<file path="src/rtl/dmem_arb_pkg.sv">
// Shared types and sizing helpers for the data-memory arbiter.
package dmem_arb_pkg;

    // Access sequencing states.
    typedef enum logic [1:0] {
        IDLE   = 2'd0,
        ACCESS = 2'd1,
        ACK    = 2'd2
    } state_t;

    // Requester identity, used for the winner latch and the tie-break pointer.
    typedef enum logic {
        REQ_CORE = 1'b0,
        REQ_DBG  = 1'b1
    } req_id_t;

    // Largest supported read latency and the counter width it needs.
    localparam int RD_LAT_MAX = 3;
    localparam int CNT_W_MAX  = $clog2(RD_LAT_MAX + 1);

    // Latency counter width for a given read latency.
    function automatic int cnt_width(input int rd_lat);
        return $clog2(rd_lat + 1);
    endfunction

endpackage

</file>
<file path="src/rtl/rr_arb2.sv">
// Two-way round-robin pick: a lone requester always wins; on a tie the
// requester that was not granted last wins. Purely combinational.
module rr_arb2
    import dmem_arb_pkg::*;
(
    input  logic       req_core_i,
    input  logic       req_dbg_i,
    input  logic       last_gnt_i,   // REQ_CORE / REQ_DBG encoding
    output logic [1:0] gnt_o         // bit 0 = core, bit 1 = debug
);

    // One-hot grant selection.
    always_comb begin
        gnt_o = 2'b00;
        if (req_core_i && req_dbg_i) begin
            gnt_o = (last_gnt_i == REQ_CORE) ? 2'b10 : 2'b01;
        end else if (req_core_i) begin
            gnt_o = 2'b01;
        end else if (req_dbg_i) begin
            gnt_o = 2'b10;
        end
    end

endmodule

</file>
<file path="src/rtl/dmem_arbiter.sv">
// Shares a single-port data memory between the core load/store path and the
// debug/loader port. Each granted access runs IDLE -> ACCESS -> ACK; all
// memory-side controls, acks and read data are registered.
module dmem_arbiter
    import dmem_arb_pkg::*;
#(
    parameter int DATA_W = 32,
    parameter int ADDR_W = 9,
    parameter int RD_LAT = 1
) (
    input  logic              clk,
    input  logic              reset,
    input  logic              c_req,
    input  logic              c_wr,
    input  logic [ADDR_W-1:0] c_addr,
    input  logic [DATA_W-1:0] c_wdata,
    output logic              c_ack,
    output logic [DATA_W-1:0] c_rdata,
    output logic              c_stall,
    input  logic              d_req,
    input  logic              d_wr,
    input  logic [ADDR_W-1:0] d_addr,
    input  logic [DATA_W-1:0] d_wdata,
    output logic              d_ack,
    output logic [DATA_W-1:0] d_rdata,
    output logic              mem_wr,
    output logic              mem_rd,
    output logic [ADDR_W-1:0] mem_addr,
    output logic [DATA_W-1:0] mem_wdata,
    input  logic [DATA_W-1:0] mem_rdata
);

    localparam int              CNT_W     = cnt_width(RD_LAT);
    localparam logic [CNT_W-1:0] CNT_ONE   = CNT_W'(1);
    localparam logic [CNT_W-1:0] CNT_RDLAT = CNT_W'(RD_LAT);

    state_t              state_q;
    req_id_t             prio_q;      // requester that wins the next tie
    req_id_t             owner_q;     // requester of the access in flight
    logic                rd_q;        // access in flight is a read
    logic [CNT_W-1:0]    cnt_q;
    logic                mem_wr_q;
    logic                mem_rd_q;
    logic [ADDR_W-1:0]   mem_addr_q;
    logic [DATA_W-1:0]   mem_wdata_q;
    logic                c_ack_q;
    logic                d_ack_q;
    logic [DATA_W-1:0]   c_rdata_q;
    logic [DATA_W-1:0]   d_rdata_q;

    logic                last_gnt_d;
    logic [1:0]          gnt_d;
    logic                win_dbg_d;
    logic                sel_wr_d;
    logic [ADDR_W-1:0]   sel_addr_d;
    logic [DATA_W-1:0]   sel_wdata_d;

    // The arbiter expects the last-granted id; that is the opposite of
    // whoever currently holds tie priority.
    assign last_gnt_d = (prio_q == REQ_CORE) ? REQ_DBG : REQ_CORE;

    rr_arb2 u_rr_arb2 (
        .req_core_i (c_req),
        .req_dbg_i  (d_req),
        .last_gnt_i (last_gnt_d),
        .gnt_o      (gnt_d)
    );

    // Route the winning requester's fields toward the memory-side latches.
    always_comb begin
        win_dbg_d   = gnt_d[1];
        sel_wr_d    = c_wr;
        sel_addr_d  = c_addr;
        sel_wdata_d = c_wdata;
        if (gnt_d[1]) begin
            sel_wr_d    = d_wr;
            sel_addr_d  = d_addr;
            sel_wdata_d = d_wdata;
        end
    end

    // Access sequencer: grant in IDLE, count latency in ACCESS, pulse ack in ACK.
    always_ff @(posedge clk) begin
        if (reset) begin
            state_q     <= IDLE;
            prio_q      <= REQ_CORE;
            owner_q     <= REQ_CORE;
            rd_q        <= 1'b0;
            cnt_q       <= '0;
            mem_wr_q    <= 1'b0;
            mem_rd_q    <= 1'b0;
            mem_addr_q  <= '0;
            mem_wdata_q <= '0;
            c_ack_q     <= 1'b0;
            d_ack_q     <= 1'b0;
            c_rdata_q   <= '0;
            d_rdata_q   <= '0;
        end else begin
            // Strobes are single-cycle unless re-asserted below.
            mem_wr_q <= 1'b0;
            mem_rd_q <= 1'b0;
            c_ack_q  <= 1'b0;
            d_ack_q  <= 1'b0;
            case (state_q)
                IDLE: begin
                    if (gnt_d != 2'b00) begin
                        owner_q     <= win_dbg_d ? REQ_DBG : REQ_CORE;
                        prio_q      <= win_dbg_d ? REQ_CORE : REQ_DBG;
                        rd_q        <= !sel_wr_d;
                        mem_wr_q    <= sel_wr_d;
                        mem_rd_q    <= !sel_wr_d;
                        mem_addr_q  <= sel_addr_d;
                        mem_wdata_q <= sel_wdata_d;
                        cnt_q       <= sel_wr_d ? CNT_ONE : CNT_RDLAT;
                        state_q     <= ACCESS;
                    end
                end
                ACCESS: begin
                    if (cnt_q == CNT_ONE) begin
                        if (rd_q) begin
                            if (owner_q == REQ_DBG) begin
                                d_rdata_q <= mem_rdata;
                            end else begin
                                c_rdata_q <= mem_rdata;
                            end
                        end
                        if (owner_q == REQ_DBG) begin
                            d_ack_q <= 1'b1;
                        end else begin
                            c_ack_q <= 1'b1;
                        end
                        state_q <= ACK;
                    end else begin
                        cnt_q <= cnt_q - CNT_ONE;
                    end
                end
                ACK: begin
                    // No arbitration here, so a requester dropping req on the
                    // ack edge cannot be granted again.
                    state_q <= IDLE;
                end
                default: begin
                    state_q <= IDLE;
                end
            endcase
        end
    end

    assign mem_wr    = mem_wr_q;
    assign mem_rd    = mem_rd_q;
    assign mem_addr  = mem_addr_q;
    assign mem_wdata = mem_wdata_q;
    assign c_ack     = c_ack_q;
    assign d_ack     = d_ack_q;
    assign c_rdata   = c_rdata_q;
    assign d_rdata   = d_rdata_q;
    assign c_stall   = c_req && !c_ack_q;

endmodule

</file>
<file path="config.mk">
export PLATFORM = sky130hd
export DESIGN_NAME = dmem_arbiter
export DESIGN_NICKNAME = d
export VERILOG_FILES = /design/src/rtl/dmem_arb_pkg.sv /design/src/rtl/rr_arb2.sv /design/src/rtl/dmem_arbiter.sv
export SDC_FILE = /design/constraint.sdc
export NUM_CORES = 1
export LEC_CHECK = 0
export ABC_AREA = 1
export CAP_MARGIN = 20
export CELL_PAD_IN_SITES_DETAIL_PLACEMENT = 1
export CELL_PAD_IN_SITES_GLOBAL_PLACEMENT = 1
export CORE_AREA = 3 3 144 146
export DETAILED_ROUTE_END_ITERATION = 16
export DIE_AREA = 0 0 147 149
export MAX_ROUTING_LAYER = met4
export PLACE_DENSITY = 0.82
export REMOVE_ABC_BUFFERS = 1
export SLEW_MARGIN = 20
export SYNTH_ARGS = -nofsm -noshare
export SYNTH_HDL_FRONTEND = slang
export SYNTH_SLANG_ARGS = --single-unit
</file>
<file path="constraint.sdc">
create_clock -name clk -period 1.4 [get_ports clk]
set_input_delay 0.14 -clock clk [delete_from_list [all_inputs] [get_ports clk]]
set_output_delay 0.14 -clock clk [all_outputs]
set_load 0.01 [all_outputs]
</file>
==> run_results.csv, run 1 <==
group,metric,value,unit
pwr,power_density,1200,nW/um2
pwr,power.leakage,4.53,nW
setup_path,rr_startpoint,"state_q[1]$_SDFFE_PP0P_",
min_path,hp-class,"in -> reg",
yosys,synth-edff-count,0,
clock_network,cts_buffer_depth,2,
sta,fin_worst_skew,0.0127,ns
sta,tightest_slew,0.310,ns
clock_network,root_buffer,"clkbuf_16",
placed_design,portBuffers,229,
yosys,synth_area,5420,um2
placed_design,pre_cts_ws,-0.266,ns
layout,fillers,2538,
clock_network,cts.sinks,115,
setup_path,cp_cell_sequence,"inv_2, nand3_4, nor2_8, buf_4, nand2_1, nand2_1, nor2_1",
floorplanning,ios,230,
routing,wirelength,19600,um
setup_path,worstPathArrival,1.64,ns
setup_path,critPathRequiredTime,1.71,ns
yosys,ys_warn_count,0,
outcome,status,"complete, no violations",
global_routing,use_met1,19.3,%
clock_network,cts_tree,"built",
setup_path,rrSetupSlack,0.07,ns
floorplanning,fp-row-count,51,
yosys,seq_area_frac_synth,42.5,%
setup_path,path_common_cell,"nand2_1",
placed_design,gp_congestion,0.821,
yosys,synthArstFlopShare,0,%
yosys,ys_seq_elements,115,
yosys,synthCells,867,
layout,nets,1218,
clock_network,cts_buffers,17,
sta,rsz0062_at_grt,"yes",
min_path,holdCritStartpoint,"d_req",
sta,setup_violations,0,
yosys,netlist_top_cells_area,"dfxtp_1 (42%), nand2_1 (18%), nor2_1 (15%)",
pwr,finalPower,10.5,mW
clock_network,hold_buffers,0,
global_routing,grt_usage,17.5,%
placed_design,hpwl,13600,um
routing,wl_per_cell,14.2,um
global_routing,use_met2,29.8,%
global_routing,grt_pass1_wl,29700,um
setup_path,crit_path_start_kind,"register",
sta,final_max_slew_viol_count,0,
routing,drt_iter0_markers,123,
sta,slew_headroom,79.3,%
yosys,yosysMostFrequentCell,"nand2_1",
layout,design_area,8700,um2
clock_network,clk_latency,0.42,ns
yosys,synth_top_area_share,42.5,%
floorplanning,die_area,21900,um2
setup_path,r2r-end,"c_rdata[5]$_SDFFE_PP0P_",
routing,drc,0,
clock_network,clk_pin_slew,0.06,ns
sta,fin_ws,0.0716,ns
yosys,synth_cell_type_count,19,
sta,finalCritPeriodShare,94.9,%
setup_path,worst_path_max_delay_cell,"dfxtp_2",
global_routing,grtUsageMet3,7.63,%
layout,syn_to_final_growth,60.6,%
yosys,synth_commonest_cells,"nand2_1 (265), nor2_1 (217), inv_1 (122), dfxtp_1 (115), a21oi_1 (44)",
global_routing,busiest_layer,"met2",
sta,fmax,0.753,GHz
setup_path,cpPeakStageDelay,0.33,ns
sta,min_period,1.33,ns
routing,via_count,5901,
routing,ant_nets,0,
setup_path,reg2reg_depth,7,
setup_path,cp_max_fo,10,
pwr,irDropWorstVdd,0.678,mV
setup_path,crit_path_end_kind,"register",
min_path,holdPathStages,4,
clock_network,ctsHtreeMaxLevel,4,
yosys,postSynthAreaPerCell,6.25,um2
floorplanning,die_x,147,um
layout,drive_gt1_share,6.93,%
global_routing,antenna_found_initial,1,
floorplanning,die_h,149,um
layout,seqCellArea,2310,um2
setup_path,startpoint,"state_q[1]$_SDFFE_PP0P_",
setup_path,criticalPathCategory,"reg -> reg",
floorplanning,initial_utilization,27.8,%
placed_design,placed_cell_area,8090,um2
sta,hold_viol_final,0,
yosys,synth_largest_area_cell,"dfxtp_1",
routing,avgViaCountPerCell,4.29,
global_routing,grt_overflow,0,
global_routing,grt_pass1_vias,5938,
run,maxCapViolCount,0,
placed_design,place_inst,1338,
floorplanning,coreArea,19500,um2
global_routing,grt_max_degree,75,
routing,dr.pass1.iters,4,
min_path,min_to,"rd_q$_SDFFE_PP0P_",
layout,fin_cells,1377,
layout,multi_input_area,2350,um2
yosys,ys.flop_type,"dfxtp_1",
metrics by stage:
| step | TNS [ns] | hold WS, ns | util (%) |
|---|---|---|---|
| after floorplan | -30.22 | 0.209 | - |
| after global placement | -9.66 | 0.461 | 41.4 |
| after detailed placement | -10.55 | 0.470 | 41.4 |
| after CTS | 0 | 0.176 | 43.9 |
| after global routing | -0.00281 | 0.220 | 44.6 |
| final | 0 | 0.178 | 44.6 |
layer usage:
metal,wire length [um],part of all wire [%]
met5,0,0
met4,196,1.0
met3,1740,8.9
met2,9320,47
met1,8360,43
worst max-delay path by stage:
stage | endpoint | slack [ns] | cells after the start
after global placement | mem_wdata[8]$_SDFFE_PP0P_ | -0.26 | 8
after detailed placement | mem_wdata[8]$_SDFFE_PP0P_ | -0.27 | 8
after CTS | d_rdata[8]$_SDFFE_PP0P_ | 0.0001 | 6
after floorplan | prio_q$_SDFFE_PP0P_ | -0.78 | 7
after global routing | d_rdata[8]$_SDFFE_PP0P_ | -0.003 | 7
final | c_rdata[5]$_SDFFE_PP0P_ | 0.07 | 7
worst max-delay path, delay by kind of cell (launching register included):
kind                   cells  cell delay [ns]
DFF                        1             0.33
buffers and inverters      2             0.30
and+or+nand+nor            5             0.59
state kept, by name (all words and copies together) (netlist names):
signal,cells
c_ack,1
c_rdata,32
cnt_q,1
d_ack,1
d_rdata,32
mem_addr,9
mem_rd,1
mem_wdata,32
mem_wr,1
owner_q,1
prio_q,1
rd_q,1
state_q,2
report_power, final:
group	total [mW]	internal (mW)	switching (mW)
combinational	2.24	1.07	1.17
sequential	3.63	3.51	0.119
clock	4.58	2.87	1.72
total	10.5	7.45	3.01
cells by family after synthesis:
kind of cell / after synthesis / share of synthesized area, %
compound gates: 46 / 4.36
buf+inv: 175 / 14.4
flops: 115 / 42.5
simple gates: 531 / 38.8
what timing repair did:
| item | in CTS | in global routing |
|---|---|---|
| gates cloned | 0 | 4 |
| pin swaps | 0 | 2 |
| endpoints found under the hold margin | 0 | 0 |
| setup buffers | 0 | 2 |
| endpoints found under the setup margin | 110 | 35 |
| resized for setup | 111 | 3 |
layout make-up:
class	count	area share [%]
Timing Repair Buffer	263	30.2
Multi-Input combinational cell	577	27.0
Sequential cell	115	26.5
Inverter	124	5.36
Clock buffer	18	5.05
Tap cell	265	3.81
Clock inverter	14	2.06
Antenna cell	1	0.0288
placed cells by master (no fill, tap or decap):
master / count
inv_2: 1
dlygate4sd2_1: 111
inv_1: 122
clkinv_2: 3
dfxtp_4: 1
nor2_1: 217
nor2_8: 2
nand2_1: 264
bufinv_16: 3
o31ai_1: 1
buf_4: 18
clkbuf_8: 1
nand2_2: 1
dfxtp_2: 1
nor2_4: 1
inv_6: 1
nand3_1: 42
clkinv_4: 5
nor3_1: 2
inv_8: 1
nand3b_1: 1
clkdlybuf4s50_1: 117
diode_2: 1
clkinvlp_4: 2
clkbuf_16: 21
nand3_4: 1
o21ai_4: 1
dfxtp_1: 113
a21oi_1: 44
buf_12: 12
buf_2: 1
No activity file was read; power rests on OpenSTA's default activity.
==> inputs of run 2 (changes only) <==
CORE_AREA = 3 3 137 139   (was 3 3 144 146)
CTS_CLUSTER_SIZE = 14   (was not set)
DIE_AREA = 0 0 140 142   (was 0 0 147 149)
PLACE_DENSITY = 0.89   (was 0.82)
clock period = 1.71 ns   (was 1.4 ns; I/O delays follow)
==> run 2 against run 1 <==
Effect of this change:
- worst setup slack improved by 0.072 ns
- die area decreased by 9.2%
- worst hold slack improved by 0.039 ns
- flip-flop and latch count unchanged
- non-clock buffer count fell by 12
- core utilization up 4.0 points
- routed wire length shrank 7.7%
- global-route usage grew 1.3 points
==> run_results.csv, run 2 (synthesis results as in run 1) <==
group,metric,value,unit
outcome,status,"complete, no violations",
floorplanning,coreArea,17800,um2
setup_path,rrSetupSlack,0.26,ns
clock_network,cts_buffer_depth,2,
pwr,comb_power_share,20.6,%
routing,ant_nets,0,
routing,drc,0,
global_routing,use_met2,31.9,%
sta,tightest_slew,0.450,ns
clock_network,clk_latency,0.41,ns
setup_path,worstPathArrival,1.40,ns
global_routing,grt_max_degree,73,
layout,diodes,0,
routing,via_count,5848,
global_routing,grtUsageMet3,6.82,%
sta,rsz0062_at_grt,"no",
sta,setup_violations,0,
setup_path,critPathBufInv,3,
sta,final_max_slew_viol_count,0,
layout,final_common_cell,"nand2_1",
pwr,finalPower,8.77,mW
pwr,irDropWorstVdd,0.641,mV
setup_path,critPathRequiredTime,1.54,ns
clock_network,ctsHtreeMaxLevel,4,
setup_path,critPathTopFamily,"buffers and inverters",
floorplanning,die_area,19900,um2
setup_path,cp_max_fo,4,
layout,design_area,8630,um2
routing,drt_iter0_markers,227,
clock_network,postCtsSetupBuffers,0,
routing,wirelength,18100,um
setup_path,path_common_cell,"clkdlybuf4s50_1",
min_path,hp-class,"in -> reg",
sta,fin_setup_tns,0,ns
pwr,power.internal,6.39,mW
layout,fillers,2309,
layout,drive_gt1_share,5.64,%
pwr,power.switching,2.38,mW
clock_network,cts_buffers,17,
global_routing,grt_pass1_vias,6002,
pwr,clkPwrFrac,45.4,%
global_routing,grt_pass1_wl,29100,um
floorplanning,initial_utilization,30.5,%
clock_network,hold_buffers,0,
placed_design,portBuffers,229,
clock_network,root_buffer,"clkbuf_16",
min_path,holdPathStages,4,
routing,wl_per_cell,13.6,um
setup_path,worst_path_max_delay_cell,"clkdlybuf4s50_1",
pwr,power.leakage,3.99,nW
sta,hold_viol_final,0,
clock_network,cts.sinks,115,
setup_path,crit_path_start_kind,"input pin",
global_routing,busiest_layer,"met2",
floorplanning,ios,230,
layout,nets,1206,
pwr,swShare,27.2,%
sta,fmax,0.639,GHz
min_path,min_to,"mem_wr$_SDFF_PP0_",
layout,syn_to_final_growth,59.2,%
floorplanning,fp-row-count,49,
placed_design,gp_congestion,0.797,
layout,final_cell_mix,"nand2_1 (264), clkdlybuf4s50_1 (228), nor2_1 (217), inv_1 (122), dfxtp_1 (115)",
sta,fin_worst_skew,0.00644,ns
setup_path,cpPeakStageDelay,0.55,ns
run,maxCapViolCount,0,
sta,slew_headroom,70.0,%
sta,min_period,1.57,ns
layout,fin_util,48.5,%
min_path,holdCritStartpoint,"d_req",
routing,avgViaCountPerCell,4.40,
pwr,p_seq_share,34.0,%
clock_network,cts_tree,"built",
clock_network,clk_pin_slew,0.06,ns
global_routing,antenna_found_initial,0,
global_routing,grt_overflow,0,
setup_path,r2r-end,"d_rdata[6]$_SDFFE_PP0P_",
placed_design,placed_cell_area,7970,um2
global_routing,grt_usage,18.9,%
setup_path,cp_cell_sequence,"clkdlybuf4s50_1, inv_1, nor2_1, clkdlybuf4s50_1",
floorplanning,die_x,140,um
setup_path,criticalPathCategory,"in -> out",
global_routing,use_met1,21.3,%
floorplanning,die_h,142,um
clock_network,ctsResizeCount,0,
setup_path,reg2reg_depth,6,
sta,finalCritPeriodShare,91.6,%
pwr,power_density,1020,nW/um2
placed_design,hpwl,13200,um
setup_path,crit_path_end_kind,"output pin",
setup_path,rr_startpoint,"state_q[0]$_SDFFE_PP0P_",
routing,dr.pass1.iters,4,
[run 2: cell count changes in the layout (fill, tap and decap cells not counted), moves of 2 or more]
| cell | change |
|---|---|
| inv_6 | +2 |
| buf_4 | -5 |
| clkbuf_16 | -4 |
| dlygate4sd2_1 | -111 |
| buf_12 | -3 |
| bufinv_16 | +2 |
| clkinvlp_4 | -2 |
| dfxtp_1 | +2 |
| clkdlybuf4s50_1 | +111 |
[run 2: tightest hold or removal path, cell delays in order]
cell and delay (ns):
buf_2 0.17, nand3b_1 0.10, nand2_1 0.07, nor2_1 0.08
[run 2: worst max path at each step]
stage	from	endpoint	slack [ns]	depth (start not counted)
floorplan	prio_q$_SDFFE_PP0P_	prio_q$_SDFFE_PP0P_	-0.47	7
global placement	c_req	c_stall	0.14	4
detailed placement	c_req	mem_addr[4]$_SDFFE_PP0P_	0.11	8
CTS	mem_addr[0]$_SDFFE_PP0P_	mem_addr[0]	0.12	1
global route	c_req	c_stall	0.07	4
finish	c_req	c_stall	0.14	4
[run 2: layout make-up]
cell class              instances  area, um2  share of cell area (%)
well taps                     229        287                    3.32
inverters                     124        467                    5.41
repair buffers                251       2560                    29.7
clock buffers                  18        429                    4.97
clock inverters                14        225                    2.61
flip-flops and latches        115       2300                    26.7
multi-input cells             577       2350                    27.3
[run 2: metal layers]
metal	routed length [um]	up-vias	part of all wire, %
met3	1550	16	8.6
met2	8510	202	47
met4	190	0	1.0
met1	7840	2646	43
met5	0	-	0
li1	-	2984	-
[run 2: stage by stage]
| step | cells | hold slack, ns | worst slack (ns) |
|---|---|---|---|
| 6_report | 1328 | 0.217 | 0.144 |
| 3_3_place_gp | 1296 | 0.460 | 0.135 |
| 3_5_place_dp | 1296 | 0.472 | 0.112 |
| 2_1_floorplan | 816 | 0.240 | -0.466 |
| 4_1_cts | 1328 | 0.199 | 0.123 |
| 5_1_grt | 1328 | 0.280 | 0.0674 |
[run 2: power groups by stage]
stage	Clock, mW	Sequential [mW]	Combinational, mW
2_1_floorplan	0	3.11	0.737
3_3_place_gp	0	3.03	1.78
3_5_place_dp	0	3.04	1.82
4_1_cts	4.07	2.98	1.84
5_1_grt	4.21	3.01	2.03
6_report	3.98	2.98	1.81
==> inputs of run 3 (changes only) <==
CTS_BUF_LIST = sky130_fd_sc_hd__clkbuf_2 sky130_fd_sc_hd__clkbuf_4 sky130_fd_sc_hd__clkbuf_8   (was not set)
==> run 3 against run 2 <==
Effect of this change:
- non-clock buffer count stayed put
- clock skew is 0.0041 ns higher
- clock power is 24% lower
- routed wire length is 2.0% lower
- worst setup slack hardly changed
- flip-flop and latch count stayed put
- core utilization is 1.1 points lower
- first-iteration DRC count is 11% lower
- critical endpoint unchanged
- highest routed layer unchanged
==> run_results.csv, run 3 (synthesis results as in run 1) <==
group,metric,value,unit
outcome,status,"complete, no violations",
floorplanning,fp-row-count,49,
pwr,comb_power_share,23.1,%
clock_network,cts.sinks,115,
floorplanning,die_x,140,um
clock_network,ctsResizeCount,0,
pwr,swShare,28.9,%
layout,final_cell_mix,"nand2_1 (264), clkdlybuf4s50_1 (228), nor2_1 (217), inv_1 (122), dfxtp_1 (115)",
setup_path,cpPeakStageDelay,0.56,ns
global_routing,grt_max_degree,73,
global_routing,antenna_found_initial,0,
routing,drc,0,
pwr,power.switching,2.26,mW
placed_design,portBuffers,229,
sta,tightest_slew,0.454,ns
placed_design,gp_congestion,0.797,
layout,fin_util,47.5,%
clock_network,cts_tree,"built",
floorplanning,initial_utilization,30.5,%
sta,hold_viol_final,0,
min_path,hp-class,"in -> reg",
routing,avgViaCountPerCell,4.38,
pwr,p_seq_share,38.1,%
pwr,power.leakage,3.91,nW
routing,drt_iter0_markers,201,
sta,slew_headroom,69.8,%
routing,wirelength,17700,um
routing,via_count,5810,
setup_path,cp_max_fo,4,
floorplanning,die_area,19900,um2
layout,seqCellArea,2300,um2
global_routing,grt_usage,18.5,%
clock_network,cts_buffer_depth,2,
placed_design,hpwl,13200,um
clock_network,hold_buffers,0,
setup_path,path_common_cell,"clkdlybuf4s50_1",
sta,fin_worst_skew,0.0105,ns
setup_path,worst_path_max_delay_cell,"clkdlybuf4s50_1",
layout,final_common_cell,"nand2_1",
sta,final_max_slew_viol_count,0,
placed_design,place_inst,1296,
sta,fmax,0.638,GHz
layout,multi_input_area,2350,um2
layout,fillers,2324,
routing,ant_nets,0,
global_routing,grt_pass1_wl,28600,um
floorplanning,die_h,142,um
sta,setup_violations,0,
clock_network,ctsHtreeMaxLevel,4,
global_routing,grt_pass1_vias,5895,
setup_path,crit_path_start_kind,"input pin",
layout,nets,1206,
setup_path,worstPathArrival,1.40,ns
floorplanning,ios,230,
clock_network,clk_latency,0.44,ns
sta,finalCritPeriodShare,91.6,%
pwr,clkPwrFrac,38.8,%
pwr,power_density,925,nW/um2
global_routing,grt_overflow,0,
routing,wl_per_cell,13.4,um
sta,rsz0062_at_grt,"no",
setup_path,cp_cell_sequence,"clkdlybuf4s50_1, inv_1, nor2_1, clkdlybuf4s50_1",
clock_network,root_buffer,"clkbuf_8",
setup_path,critPathRequiredTime,1.54,ns
setup_path,crit_path_end_kind,"output pin",
layout,fin_cells,1328,
layout,syn_to_final_growth,55.7,%
sta,min_period,1.57,ns
clock_network,postCtsSetupBuffers,0,
floorplanning,coreArea,17800,um2
layout,diodes,0,
run,maxCapViolCount,0,
routing,dr.pass1.iters,6,
clock_network,clk_pin_slew,0.07,ns
pwr,power.internal,5.55,mW
setup_path,criticalPathCategory,"in -> out",
pwr,irDropWorstVdd,0.552,mV
layout,drive_gt1_share,5.73,%
clock_network,cts_buffers,17,
==> run 3: layout make-up <==
cell class / count / area share [%]
inverter: 124 / 5.53
timing repair buffer: 251 / 30.4
clock buffer: 18 / 2.86
clock inverter: 14 / 2.67
sequential: 115 / 27.3
multi-input combinational: 577 / 27.9
tap: 229 / 3.40
==> run 3: power groups by stage <==
stage	combinational [mW]	sequential (mW)	clock (mW)
2_1_floorplan	0.737	3.11	0
3_3_place_gp	1.78	3.03	0
3_5_place_dp	1.82	3.04	0
4_1_cts	1.83	2.98	3.12
5_1_grt	2.03	3.00	3.25
6_report	1.80	2.98	3.03
==> run 3: metrics by stage <==
step                setup WS, ns  power [mW]  setup TNS [ns]  hold slack, ns  instance area (um2)
finish                     0.144        7.81               0           0.194                 8440
detailed placement         0.112        4.86               0           0.472                 7970
CTS                       0.0872        7.94               0           0.165                 8440
global placement           0.135        4.80               0           0.460                 7970
global route              0.0592        8.28               0           0.239                 8440
floorplan                 -0.466        3.85          -15.70           0.240                 5100
==> run 3: routing by layer <==
layer / vias up / track usage [%] / part of all wire (%)
met1: 2626 / 21.2 / 44
li1: 2975 / - / -
met4: 0 / 5.56 / 0.75
met3: 11 / 6.22 / 8.1
met2: 198 / 30.7 / 47
met5: - / - / 0
==> run 3: worst max-delay path, delay by kind of cell <==
family	cells	cell delay, ns
buf+inv	3	1.15
simple gates	1	0.08
==> run 3: final timing paths <==
kind	start	to	slack (ns)	cells after the start
worst min register to register	c_rdata[17]$_SDFFE_PP0P_	c_rdata[17]$_SDFFE_PP0P_	0.48	2
worst max-delay path	c_req	c_stall	0.14	4
worst min-delay path	d_req	mem_wr$_SDFF_PP0_	0.19	4
worst max register to register	state_q[0]$_SDFFE_PP0P_	d_rdata[0]$_SDFFE_PP0P_	0.26	6
